==> src/rtl/ps2_key_decoder.sv <==
// rtl/ps2_key_decoder.sv - PS/2 scan-code decoder: pops receiver FIFO, resolves E0/F0, emits key events.
// Optional ASCII table enabled by defining PS2_KEY_DECODER_ASCII_EN.
module ps2_key_decoder #(
  parameter int          COUNT_W = 8,
  parameter logic [7:0]  SHIFT_L = 8'h12,
  parameter logic [7:0]  SHIFT_R = 8'h59
) (
  input  logic               i_clk,
  input  logic               i_rst,
  input  logic [7:0]         i_ps2_data,
  input  logic               i_ps2_ready,
  output logic               o_nextdata_n,
  output logic               o_key_valid,
  output logic [7:0]         o_key_code,
  output logic               o_key_ext,
  output logic               o_key_break,
  output logic               o_key_repeat,
  output logic               o_key_pressed,
  output logic [7:0]         o_key_ascii,
  output logic [COUNT_W-1:0] o_key_count
);

  typedef enum logic [1:0] {S_IDLE, S_POP, S_PROC} state_t;

  state_t             state_q, state_d;
  logic [7:0]         byte_q, byte_d;
  logic               nextdata_q, nextdata_d;
  logic               valid_q, valid_d;
  logic [7:0]         code_q, code_d;
  logic               ext_q, ext_d;
  logic               brk_q, brk_d;
  logic               rep_q, rep_d;
  logic               pressed_q, pressed_d;
  logic [COUNT_W-1:0] count_q, count_d;
  logic               ext_pend_q, ext_pend_d;
  logic               brk_pend_q, brk_pend_d;
  logic [7:0]         held_code_q, held_code_d;
  logic               held_ext_q, held_ext_d;
  logic               shift_q, shift_d;
  logic               is_mod, held_match;

  assign is_mod     = !ext_pend_q && (byte_q == SHIFT_L || byte_q == SHIFT_R);
  assign held_match = ({ext_pend_q, byte_q} == {held_ext_q, held_code_q});

  always_ff @(posedge i_clk) begin
    if (i_rst) begin
      state_q     <= S_IDLE;
      byte_q      <= 8'h00;
      nextdata_q  <= 1'b1;
      valid_q     <= 1'b0;
      code_q      <= 8'h00;
      ext_q       <= 1'b0;
      brk_q       <= 1'b0;
      rep_q       <= 1'b0;
      pressed_q   <= 1'b0;
      count_q     <= '0;
      ext_pend_q  <= 1'b0;
      brk_pend_q  <= 1'b0;
      held_code_q <= 8'h00;
      held_ext_q  <= 1'b0;
      shift_q     <= 1'b0;
    end else begin
      state_q     <= state_d;
      byte_q      <= byte_d;
      nextdata_q  <= nextdata_d;
      valid_q     <= valid_d;
      code_q      <= code_d;
      ext_q       <= ext_d;
      brk_q       <= brk_d;
      rep_q       <= rep_d;
      pressed_q   <= pressed_d;
      count_q     <= count_d;
      ext_pend_q  <= ext_pend_d;
      brk_pend_q  <= brk_pend_d;
      held_code_q <= held_code_d;
      held_ext_q  <= held_ext_d;
      shift_q     <= shift_d;
    end
  end

  always_comb begin
    state_d = state_q;
    case (state_q)
      S_IDLE:  if (i_ps2_ready) state_d = S_POP;
      S_POP:   state_d = S_PROC;
      S_PROC:  state_d = S_IDLE;
      default: state_d = S_IDLE;
    endcase
  end

`ifdef PS2_KEY_DECODER_ASCII_EN
  logic [7:0] ascii_q, ascii_d;

  function automatic logic [7:0] ascii_of(input logic [7:0] c, input logic up);
    logic [7:0] a;
    a = 8'h00;
    case (c)
      8'h1C: a = 8'h61; 8'h32: a = 8'h62; 8'h21: a = 8'h63; 8'h23: a = 8'h64;
      8'h24: a = 8'h65; 8'h2B: a = 8'h66; 8'h34: a = 8'h67; 8'h33: a = 8'h68;
      8'h43: a = 8'h69; 8'h3B: a = 8'h6A; 8'h42: a = 8'h6B; 8'h4B: a = 8'h6C;
      8'h3A: a = 8'h6D; 8'h31: a = 8'h6E; 8'h44: a = 8'h6F; 8'h4D: a = 8'h70;
      8'h15: a = 8'h71; 8'h2D: a = 8'h72; 8'h1B: a = 8'h73; 8'h2C: a = 8'h74;
      8'h3C: a = 8'h75; 8'h2A: a = 8'h76; 8'h1D: a = 8'h77; 8'h22: a = 8'h78;
      8'h35: a = 8'h79; 8'h1A: a = 8'h7A;
      8'h45: a = 8'h30; 8'h16: a = 8'h31; 8'h1E: a = 8'h32; 8'h26: a = 8'h33;
      8'h25: a = 8'h34; 8'h2E: a = 8'h35; 8'h36: a = 8'h36; 8'h3D: a = 8'h37;
      8'h3E: a = 8'h38; 8'h46: a = 8'h39;
      8'h29: a = 8'h20;
      8'h5A: a = 8'h0D;
      default: a = 8'h00;
    endcase
    if (up && a >= 8'h61 && a <= 8'h7A) a = a - 8'h20;
    return a;
  endfunction

  always_ff @(posedge i_clk) begin
    if (i_rst) ascii_q <= 8'h00;
    else       ascii_q <= ascii_d;
  end

  always_comb begin
    ascii_d = ascii_q;
    if (state_q == S_PROC && byte_q != 8'hE0 && byte_q != 8'hF0)
      ascii_d = (ext_pend_q || is_mod) ? 8'h00 : ascii_of(byte_q, shift_q);
  end

  assign o_key_ascii = ascii_q;
`else
  assign o_key_ascii = 8'h00;
`endif

  always_comb begin
    byte_d      = byte_q;
    nextdata_d  = nextdata_q;
    valid_d     = 1'b0;
    code_d      = code_q;
    ext_d       = ext_q;
    brk_d       = brk_q;
    rep_d       = rep_q;
    pressed_d   = pressed_q;
    count_d     = count_q;
    ext_pend_d  = ext_pend_q;
    brk_pend_d  = brk_pend_q;
    held_code_d = held_code_q;
    held_ext_d  = held_ext_q;
    shift_d     = shift_q;
    case (state_q)
      S_IDLE: begin
        if (i_ps2_ready) begin
          byte_d     = i_ps2_data;
          nextdata_d = 1'b0;
        end
      end
      S_POP: nextdata_d = 1'b1;
      S_PROC: begin
        if (byte_q == 8'hE0) begin
          ext_pend_d = 1'b1;
        end else if (byte_q == 8'hF0) begin
          brk_pend_d = 1'b1;
        end else begin
          valid_d    = 1'b1;
          code_d     = byte_q;
          ext_d      = ext_pend_q;
          brk_d      = brk_pend_q;
          rep_d      = 1'b0;
          ext_pend_d = 1'b0;
          brk_pend_d = 1'b0;
          if (is_mod) begin
            shift_d = !brk_pend_q;
          end else if (!brk_pend_q) begin
            // Typematic repeat of the held key must not bump the press counter.
            if (pressed_q && held_match) begin
              rep_d = 1'b1;
            end else begin
              held_code_d = byte_q;
              held_ext_d  = ext_pend_q;
              pressed_d   = 1'b1;
              count_d     = count_q + COUNT_W'(1);
            end
          end else if (held_match) begin
            pressed_d = 1'b0;
          end
        end
      end
      default: ;
    endcase
  end

  assign o_nextdata_n  = nextdata_q;
  assign o_key_valid   = valid_q;
  assign o_key_code    = code_q;
  assign o_key_ext     = ext_q;
  assign o_key_break   = brk_q;
  assign o_key_repeat  = rep_q;
  assign o_key_pressed = pressed_q;
  assign o_key_count   = count_q;

endmodule

==> config.mk <==
export PLATFORM = sky130hd
export DESIGN_NAME = ps2_key_decoder
export DESIGN_NICKNAME = d
export VERILOG_FILES = /design/src/rtl/ps2_key_decoder.sv
export SDC_FILE = /design/constraint.sdc
export NUM_CORES = 1
export LEC_CHECK = 0
export ABC_AREA = 1
export CORE_UTILIZATION = 50
export CTS_CLUSTER_SIZE = 10
export DETAILED_ROUTE_END_ITERATION = 10
export PLACE_DENSITY = 0.78
export SETUP_SLACK_MARGIN = 0.15
export SYNTH_ARGS = -nofsm -noshare
export SYNTH_HDL_FRONTEND = slang
export SYNTH_SLANG_ARGS = --single-unit
==> constraint.sdc <==
create_clock -name i_clk -period 2.8 [get_ports i_clk]
set_input_delay 0.56 -clock i_clk [delete_from_list [all_inputs] [get_ports i_clk]]
set_output_delay 0.56 -clock i_clk [all_outputs]
set_load 0.1 [all_outputs]
# == After elaboration in Yosys (flattened, before gate mapping) ==
# Cells that the tools add are included.
# totals
elab_cells,60
input_bits,11
regBits,43
out_inout_bits,30
# op_classes
n_reduce_logical,14
n_addsub,1
n_mux,14
n_eq_ne,11
bitwise,6
# ops
op,count
8-bit == test (second input constant),2
6-bit AND reduction,2
1-bit 2-to-1 mux,11
9-bit == test,1
8-bit by 1-bit adder with 8-bit output (second input constant),1
8-bit by 5-bit == test with 1-bit output (second input constant),1
8-bit by 7-bit == test with 1-bit output (second input constant),1
2-bit AND reduction,4
2-bit != test (second input constant),3
1-bit NOT,6
2-bit case mux with 2 select lines,1
3-bit AND reduction,1
3-bit OR reduction,1
2-bit by 1-bit == test with 1-bit output (second input constant),1
2-bit == test (second input constant),1
1-bit logical AND,2
2-bit zero test,1
2-bit 2-to-1 mux,1
2-bit by 1-bit != test with 1-bit output (second input constant),1
1-bit case mux with 2 select lines,1
2-bit nonzero test,1
1-bit zero test,1
1-bit logical OR,1

# == Logic depth before layout (Yosys ltp) ==
# Gate-level depths: netlist of run 1.
# logic_depth
word_depth,5
ltp_mapped,11
ltp_nobuf,11

# == Least setup slack after synthesis of run 1 ==
# Ideal clock, no wire load.
# synth_path
path_type,register to register
from,register count_q[1] (netlist: o_key_count[1])
to,register count_q[6] (netlist: o_key_count[6])
synth_period_minus_slack_ns,2.027
arrival_time_ns,1.960
n_path_buf,0
path_stages_with_launch,7
setup_time_ns,0.067
setup_slack_ns,0.773
t_required_ns,2.733
cell_sequence,dfxtp_1 -> ha_1 -> nand3_1 -> nor2_1 -> xor2_1 -> nand3_2 -> a21oi_2
# synth_between
elab_chain_len,1
# synth_lines
element,line_no,source
"start, declared",34,"logic [COUNT_W-1:0] count_q, count_d;"
"start signal, assigned",72,count_q <= count_d;
8-bit by 1-bit adder with 8-bit output,178,count_d = count_q + COUNT_W'(1);
# No other way between the ends.
# A chain may end at the register's enable or synchronous reset.

==> flow_metrics.env, run 1 <==
export IMPL_status="finished, final reports clean"
export IMPL_wl_per_cell_um=11.39
export IMPL_p_clk_share_pct=28.9
export IMPL_fin_area_um2=2420
export IMPL_cp_start_kind="input pin"
export IMPL_muxShareOfSynthArea_pct=0
export IMPL_p_comb_share_pct=20.0
export IMPL_ys_ff_latch=43
export IMPL_fin_skew_ns=0.002811
export IMPL_grt_pass1_wl_um=7010
export IMPL_die_x_um=66.67
export IMPL_rsz0062_at_grt="false"
export IMPL_ant_nets=0
export IMPL_cts_buffers=5
export IMPL_placed_area_um2=2338
export IMPL_min_delay_start="o_key_code[1]"
export IMPL_setup_slack_ns=1.062
export IMPL_postCtsSetupRepairBufs=0
export IMPL_start_util_pct=52.27
export IMPL_drc_errors=0
export IMPL_fin_crit_sh_pct=62.08
export IMPL_grt_pass1_vias=1601
export IMPL_place_gp_congestion=0.7981
export IMPL_hold_ws_ns=0.4835
export IMPL_postSynthCellCount=278
export IMPL_cts_sinks=43
export IMPL_finalWirelength_um=4100
export IMPL_r2r_start="byte_q[4]"
export IMPL_num_vias=1820
export IMPL_fp_row_count=23
export IMPL_yosysWarningCount=0
export IMPL_dp_cells=352
export IMPL_antenna_found_initial=0
export IMPL_end_kind="flop"
export IMPL_final_core_util_pct=60.49
export IMPL_synth_fa_ha_area_share_pct=0.5984
export IMPL_area_growth_pct=15.74
export IMPL_switchingPower_uw=412.3
export IMPL_holdPathEnd="o_key_code[1]"
export IMPL_die_height_um=66.67
export IMPL_dp_hpwl_um=2985
export IMPL_hp_class="flop to flop"
export IMPL_track_usage_pct=20.97
export IMPL_cts_resized=0
export IMPL_core_um2=4000
export IMPL_holdPathStages=2
export IMPL_maxCapViolCount=0
export IMPL_drtPass1Iterations=5
export IMPL_die_area_um2=4444
export IMPL_clock_fmax_mhz=575.3
export IMPL_cts_root_buf="clkbuf_8"
export IMPL_cp_max_fo=14
export IMPL_htreeDepth=2
export IMPL_worstSetupPathType="input pin to flop"
export IMPL_power_mw=1.294
export IMPL_rrSetupSlack_ns=1.10
export IMPL_dpl_worst_slack_ns=0.7701
export IMPL_worstMarginPinSlew_ns=0.5095
export IMPL_vias_per_cell=5.056
export IMPL_first_iter_violations=164
export IMPL_p_seq_share_pct=51.1
export IMPL_setup_viol=0
export IMPL_reg2reg_to="o_key_pressed"
export IMPL_power_density_nw_per_um2=534.9
export IMPL_crit_slowest_cell="clkdlybuf4s50_1"
export IMPL_switching_share_pct=31.85
export IMPL_power_leakage_nw=1.046
export IMPL_syn_avg_cell_area_um2=7.521
export IMPL_path_clk_slew_ns=0.08
export IMPL_synth_top_family_by_area="simple AND/OR/NAND/NOR gates"
export IMPL_grt_overflow=0
export IMPL_cts_tree="done"
export IMPL_cp_arrival_ns=1.94
export IMPL_synth_simple_area_share_pct=33.69
export IMPL_grt_max_degree=21
export IMPL_synth_seq_area_share_pct=41.17
export IMPL_final_common_cell="nand2_1"
export IMPL_final_nets=321
export IMPL_clk_path_buf_depth=2
export IMPL_yosys_cell_types_count=31
export IMPL_drv_slew=0
export IMPL_fin_setup_tns_ns=0
export IMPL_synth_xor_area_share_pct=5.446
export IMPL_ir_drop_mv=0.3021
export IMPL_critical_path_max_stage_delay_ns=0.41
export IMPL_hold_viol=0
export IMPL_max_slew_margin_pct=65.95
export IMPL_clk_latency_ns=0.29
export IMPL_ctsHoldBuffers=0
export IMPL_crit_required_ns=3.00
export IMPL_final_cell_mix="nand2_1, dfxtp_1, nor2_1"
export IMPL_diodes=0
export IMPL_synth_compound_area_share_pct=8.318
export IMPL_port_buffers=32
export IMPL_ios=41
export IMPL_rr_worst_depth=9
export IMPL_fin_crit_ns=1.738
export IMPL_drive_gt1_share_pct=16.77
export IMPL_internal_power_uw=882.2
export IMPL_crit_chain="clkdlybuf4s50_1 -> inv_1 -> nand4_1 -> o21ai_0"
export IMPL_syn_area_um2=2091
export IMPL_fin_cells=360
[cell type report]
cell class                 count  area [um^2]
sequential                    43        860.8
multi-input combinational    199         1035
inverter                      26        100.1
clock inverter                 1        5.005
timing repair buffer          34        280.3
fill                         362         1580
clock buffer                   7        76.32
tap                           50        62.56
[worst max path at each step]
stage                         startpoint        endpoint  slack, ns  cells after the start
after floorplan           o_key_count[1]  o_key_count[6]       0.77                      6
after global placement             i_rst   o_key_code[2]       0.84                      4
after detailed placement           i_rst   o_key_code[3]       0.77                      4
after CTS                          i_rst   o_key_code[3]       1.07                      4
after global routing               i_rst   o_key_code[2]       0.94                      4
final                              i_rst   o_key_code[3]       1.06                      4
[critical path: cells and delay by family]
family / cells / cell delay, ns
AOI/OAI and AO/OA: 1 / 0.28
buffers and inverters: 2 / 0.71
and+or+nand+nor: 1 / 0.38
[cells by family after synthesis]
| kind of cell | Yosys count |
|---|---|
| AOI/OAI and AO/OA | 34 |
| xor gates and xnor gates | 13 |
| other | 1 |
| DFF | 43 |
| adders and majority gates | 1 |
| and+or+nand+nor | 143 |
| buffers and inverters | 43 |
[cells in the mapped netlist]
master / count / area, um^2
a21oi_2: 1 / 8.760
nor2_2: 5 / 31.28
nor2_1: 39 / 146.4
inv_4: 1 / 6.260
nand3b_1: 1 / 7.510
buf_6: 1 / 11.26
buf_2: 1 / 5.000
buf_1: 1 / 3.750
inv_1: 23 / 86.33
xnor2_1: 8 / 70.07
xor2_1: 5 / 43.79
clkbuf_1: 3 / 11.26
nand3_1: 31 / 155.2
buf_4: 10 / 75.07
a21oi_1: 16 / 80.08
dfxtp_1: 43 / 860.8
nand2_1: 50 / 187.7
conb_1: 1 / 3.750
or2_2: 1 / 6.260
nand2_2: 2 / 12.51
buf_8: 1 / 15.01
inv_2: 2 / 7.510
nor2_4: 2 / 22.52
nor2_8: 2 / 40.04
ha_1: 1 / 12.51
o21ai_0: 17 / 85.08
nand2_4: 2 / 22.52
nand3_4: 1 / 17.52
and3_1: 1 / 6.260
nand4_1: 3 / 18.77
nand3_2: 3 / 30.03
[sequential cells by signal, indices dropped and copies added, names as in the netlist]
signal and flops:
brk_pend_q 1, byte_q 8, ext_pend_q 1, held_code_q 8, held_ext_q 1, o_key_break 1
o_key_code 8, o_key_count 8, o_key_ext 1, o_key_pressed 1, o_key_repeat 1, o_key_valid 1
o_nextdata_n 1, state_q 2
[power by group through the flow]
stage	clock network [mW]	registers, mW	logic, mW
2_1_floorplan	0	0.710	0.184
3_3_place_gp	0	0.676	0.256
3_5_place_dp	0	0.676	0.258
4_1_cts	0.386	0.661	0.260
5_1_grt	0.413	0.665	0.282
6_report	0.374	0.662	0.259
[per-layer routing]
layer  vias to the layer above  track usage (%)  wire [um]
met5                         -                0          0
met1                       845            27.23       1930
met2                        42            33.71       1942
li1                        928                -          -
met4                         0            6.915         55
met3                         5            5.137        172
Note: power is estimated with default switching activity, not from simulation.
==> run 2: changes to the inputs <==
clock period = 1.8 ns   (was 2.8 ns; I/O delays follow)
==> run 2 against run 1 <==
Against the previous run:
- wire length increased by 8.0%
- global-route usage grew 0.62 points
- die area is the same
- cell area grew 16%
- count of clock-buffer cells in the layout decreased by 2
- critical path type is now flop to flop
- sequential share of layout area fell by 4.4 points
==> flow_metrics.env, run 2 (synthesis gave the netlist of run 1 again) <==
export IMPL_status="finished, final reports clean"
export IMPL_drive_gt1_share_pct=23.05
export IMPL_multi_input_area_um2=1035
export IMPL_drv_slew=0
export IMPL_area_growth_pct=33.75
export IMPL_maxCapViolCount=0
export IMPL_setup_viol=0
export IMPL_drc_errors=0
export IMPL_cts_tree="done"
export IMPL_hp_class="flop to flop"
export IMPL_cts_sinks=43
export IMPL_ios=41
export IMPL_ant_nets=0
export IMPL_fin_crit_sh_pct=84.24
export IMPL_worstMarginPinSlew_ns=0.5121
export IMPL_wl_per_cell_um=11.93
export IMPL_ctsHoldBuffers=0
export IMPL_grt_pass1_vias=1655
export IMPL_die_x_um=66.67
export IMPL_die_area_um2=4444
export IMPL_die_height_um=66.67
export IMPL_critical_path_top_delay_family="simple AND/OR/NAND/NOR gates"
export IMPL_ir_drop_mv=0.4621
export IMPL_track_usage_pct=21.60
export IMPL_clock_fmax_mhz=659.5
export IMPL_num_vias=1897
export IMPL_final_nets=332
export IMPL_final_cell_mix="nand2_1, nor2_1, dfxtp_1"
export IMPL_final_common_cell="nand2_1"
export IMPL_seq_area_um2=872.1
export IMPL_max_slew_margin_pct=65.78
export IMPL_grt_max_degree=19
export IMPL_diodes=0
export IMPL_grt_overflow=0
export IMPL_cp_max_fo=10
export IMPL_antenna_found_initial=0
export IMPL_crit_slowest_cell="dfxtp_1"
export IMPL_htreeDepth=2
export IMPL_fin_skew_ns=0.006450
export IMPL_cts_buffers=5
export IMPL_drtPass1Iterations=5
export IMPL_power_mw=2.087
export IMPL_start_util_pct=52.27
export IMPL_cp_start_kind="flop"
export IMPL_power_density_nw_per_um2=746.2
export IMPL_nFillCells=311
export IMPL_power_leakage_nw=1.162
export IMPL_core_um2=4000
export IMPL_fp_row_count=23
export IMPL_final_core_util_pct=69.91
export IMPL_first_iter_violations=144
export IMPL_finalWirelength_um=4427
export IMPL_fin_crit_ns=1.516
export IMPL_port_buffers=32
export IMPL_worstPathBufferInverterCount=1
export IMPL_vias_per_cell=5.113
export IMPL_end_kind="flop"
export IMPL_worstSetupPathType="flop to flop"
export IMPL_crit_required_ns=2.03
export IMPL_dp_hpwl_um=3203
export IMPL_cts_root_buf="clkbuf_8"
export IMPL_hold_viol=0
export IMPL_path_clk_slew_ns=0.09
export IMPL_clk_latency_ns=0.29
export IMPL_rsz0062_at_grt="false"
export IMPL_critical_path_max_stage_delay_ns=0.48
export IMPL_fin_setup_tns_ns=0
export IMPL_place_gp_congestion=0.8611
export IMPL_crit_chain="nor2_2 -> nand2_2 -> nor2_4 -> nor2_8 -> nand2_4 -> nor2_8 -> nand2_4 -> inv_4 -> nor2_1 -> nor2_1"
export IMPL_cp_arrival_ns=1.75
export IMPL_grt_pass1_wl_um=7307
export IMPL_fin_cells=371
export IMPL_clk_path_buf_depth=2
export IMPL_dp_cells=357
==> run 2: cell types whose count changed in the layout (fill, tap and decap cells not counted) <==
cell,before,now
buf_12,0,22
buf_4,24,13
clkinvlp_4,0,2
clkbuf_1,2,0
dfxtp_2,0,9
dfxtp_1,43,34
==> run 2: report_power, final <==
part	switching [mW]	total [mW]	internal [mW]
registers	0.0458	1.04	0.991
clock network	0.340	0.610	0.270
logic	0.297	0.440	0.143
total	0.683	2.09	1.40
==> run 2: path summary, 6_finish.rpt <==
| check | depth (start not counted) | slack (ns) | to | from |
|---|---|---|---|---|
| setup / recovery | 10 | 0.28 | held_code_q[6] | byte_q[1] |
| hold / removal | 2 | 0.50 | brk_pend_q | brk_pend_q |
| setup reg to reg | 10 | 0.28 | held_code_q[6] | byte_q[1] |
| hold reg to reg | 2 | 0.50 | brk_pend_q | brk_pend_q |
==> run 2: cell type report <==
class / count / area share [%]
clock inverters: 3 / 0.7159
inverters: 26 / 3.579
clock buffers: 5 / 2.461
multi-input cells: 199 / 37.00
flip-flops and latches: 43 / 31.19
repair buffers: 45 / 22.82
well taps: 50 / 2.237
==> run 2: worst reg2reg max path, cell delays in order, from the launching register on <==
cell and delay [ns]:
dfxtp_1 0.48, nor2_2 0.10, nand2_2 0.10, nor2_4 0.06, nor2_8 0.09, nand2_4 0.07
nor2_8 0.16, nand2_4 0.12, inv_4 0.14, nor2_1 0.06, nor2_1 0.09
==> run 2: layer usage <==
metal | vias to the layer above | global-route usage, % | share of wire (%)
li1 | 954 | - | -
met1 | 872 | 26.90 | 43
met2 | 65 | 36.99 | 50
met3 | 6 | 4.110 | 5.4
met4 | 0 | 6.915 | 1.2
met5 | - | 0 | 0
==> run 2: per-stage QoR <==
step	hold WS, ns	setup slack [ns]	area (um^2)
after floorplan	0.4547	0.1536	2126
after global placement	0.4633	0.1873	2660
after detailed placement	0.4789	0.06441	2660
after CTS	0.4986	0.1997	2749
after global routing	0.5184	0.1522	2796
final	0.4966	0.2837	2796
==> run 2: timing repair <==
| item | 4_1_cts | 5_1_grt |
|---|---|---|
| resized for setup | 0 | 2 |
| endpoints found under the setup margin | 0 | 15 |
| endpoints found under the hold margin | 0 | 0 |
| buffers inserted | 0 | 6 |
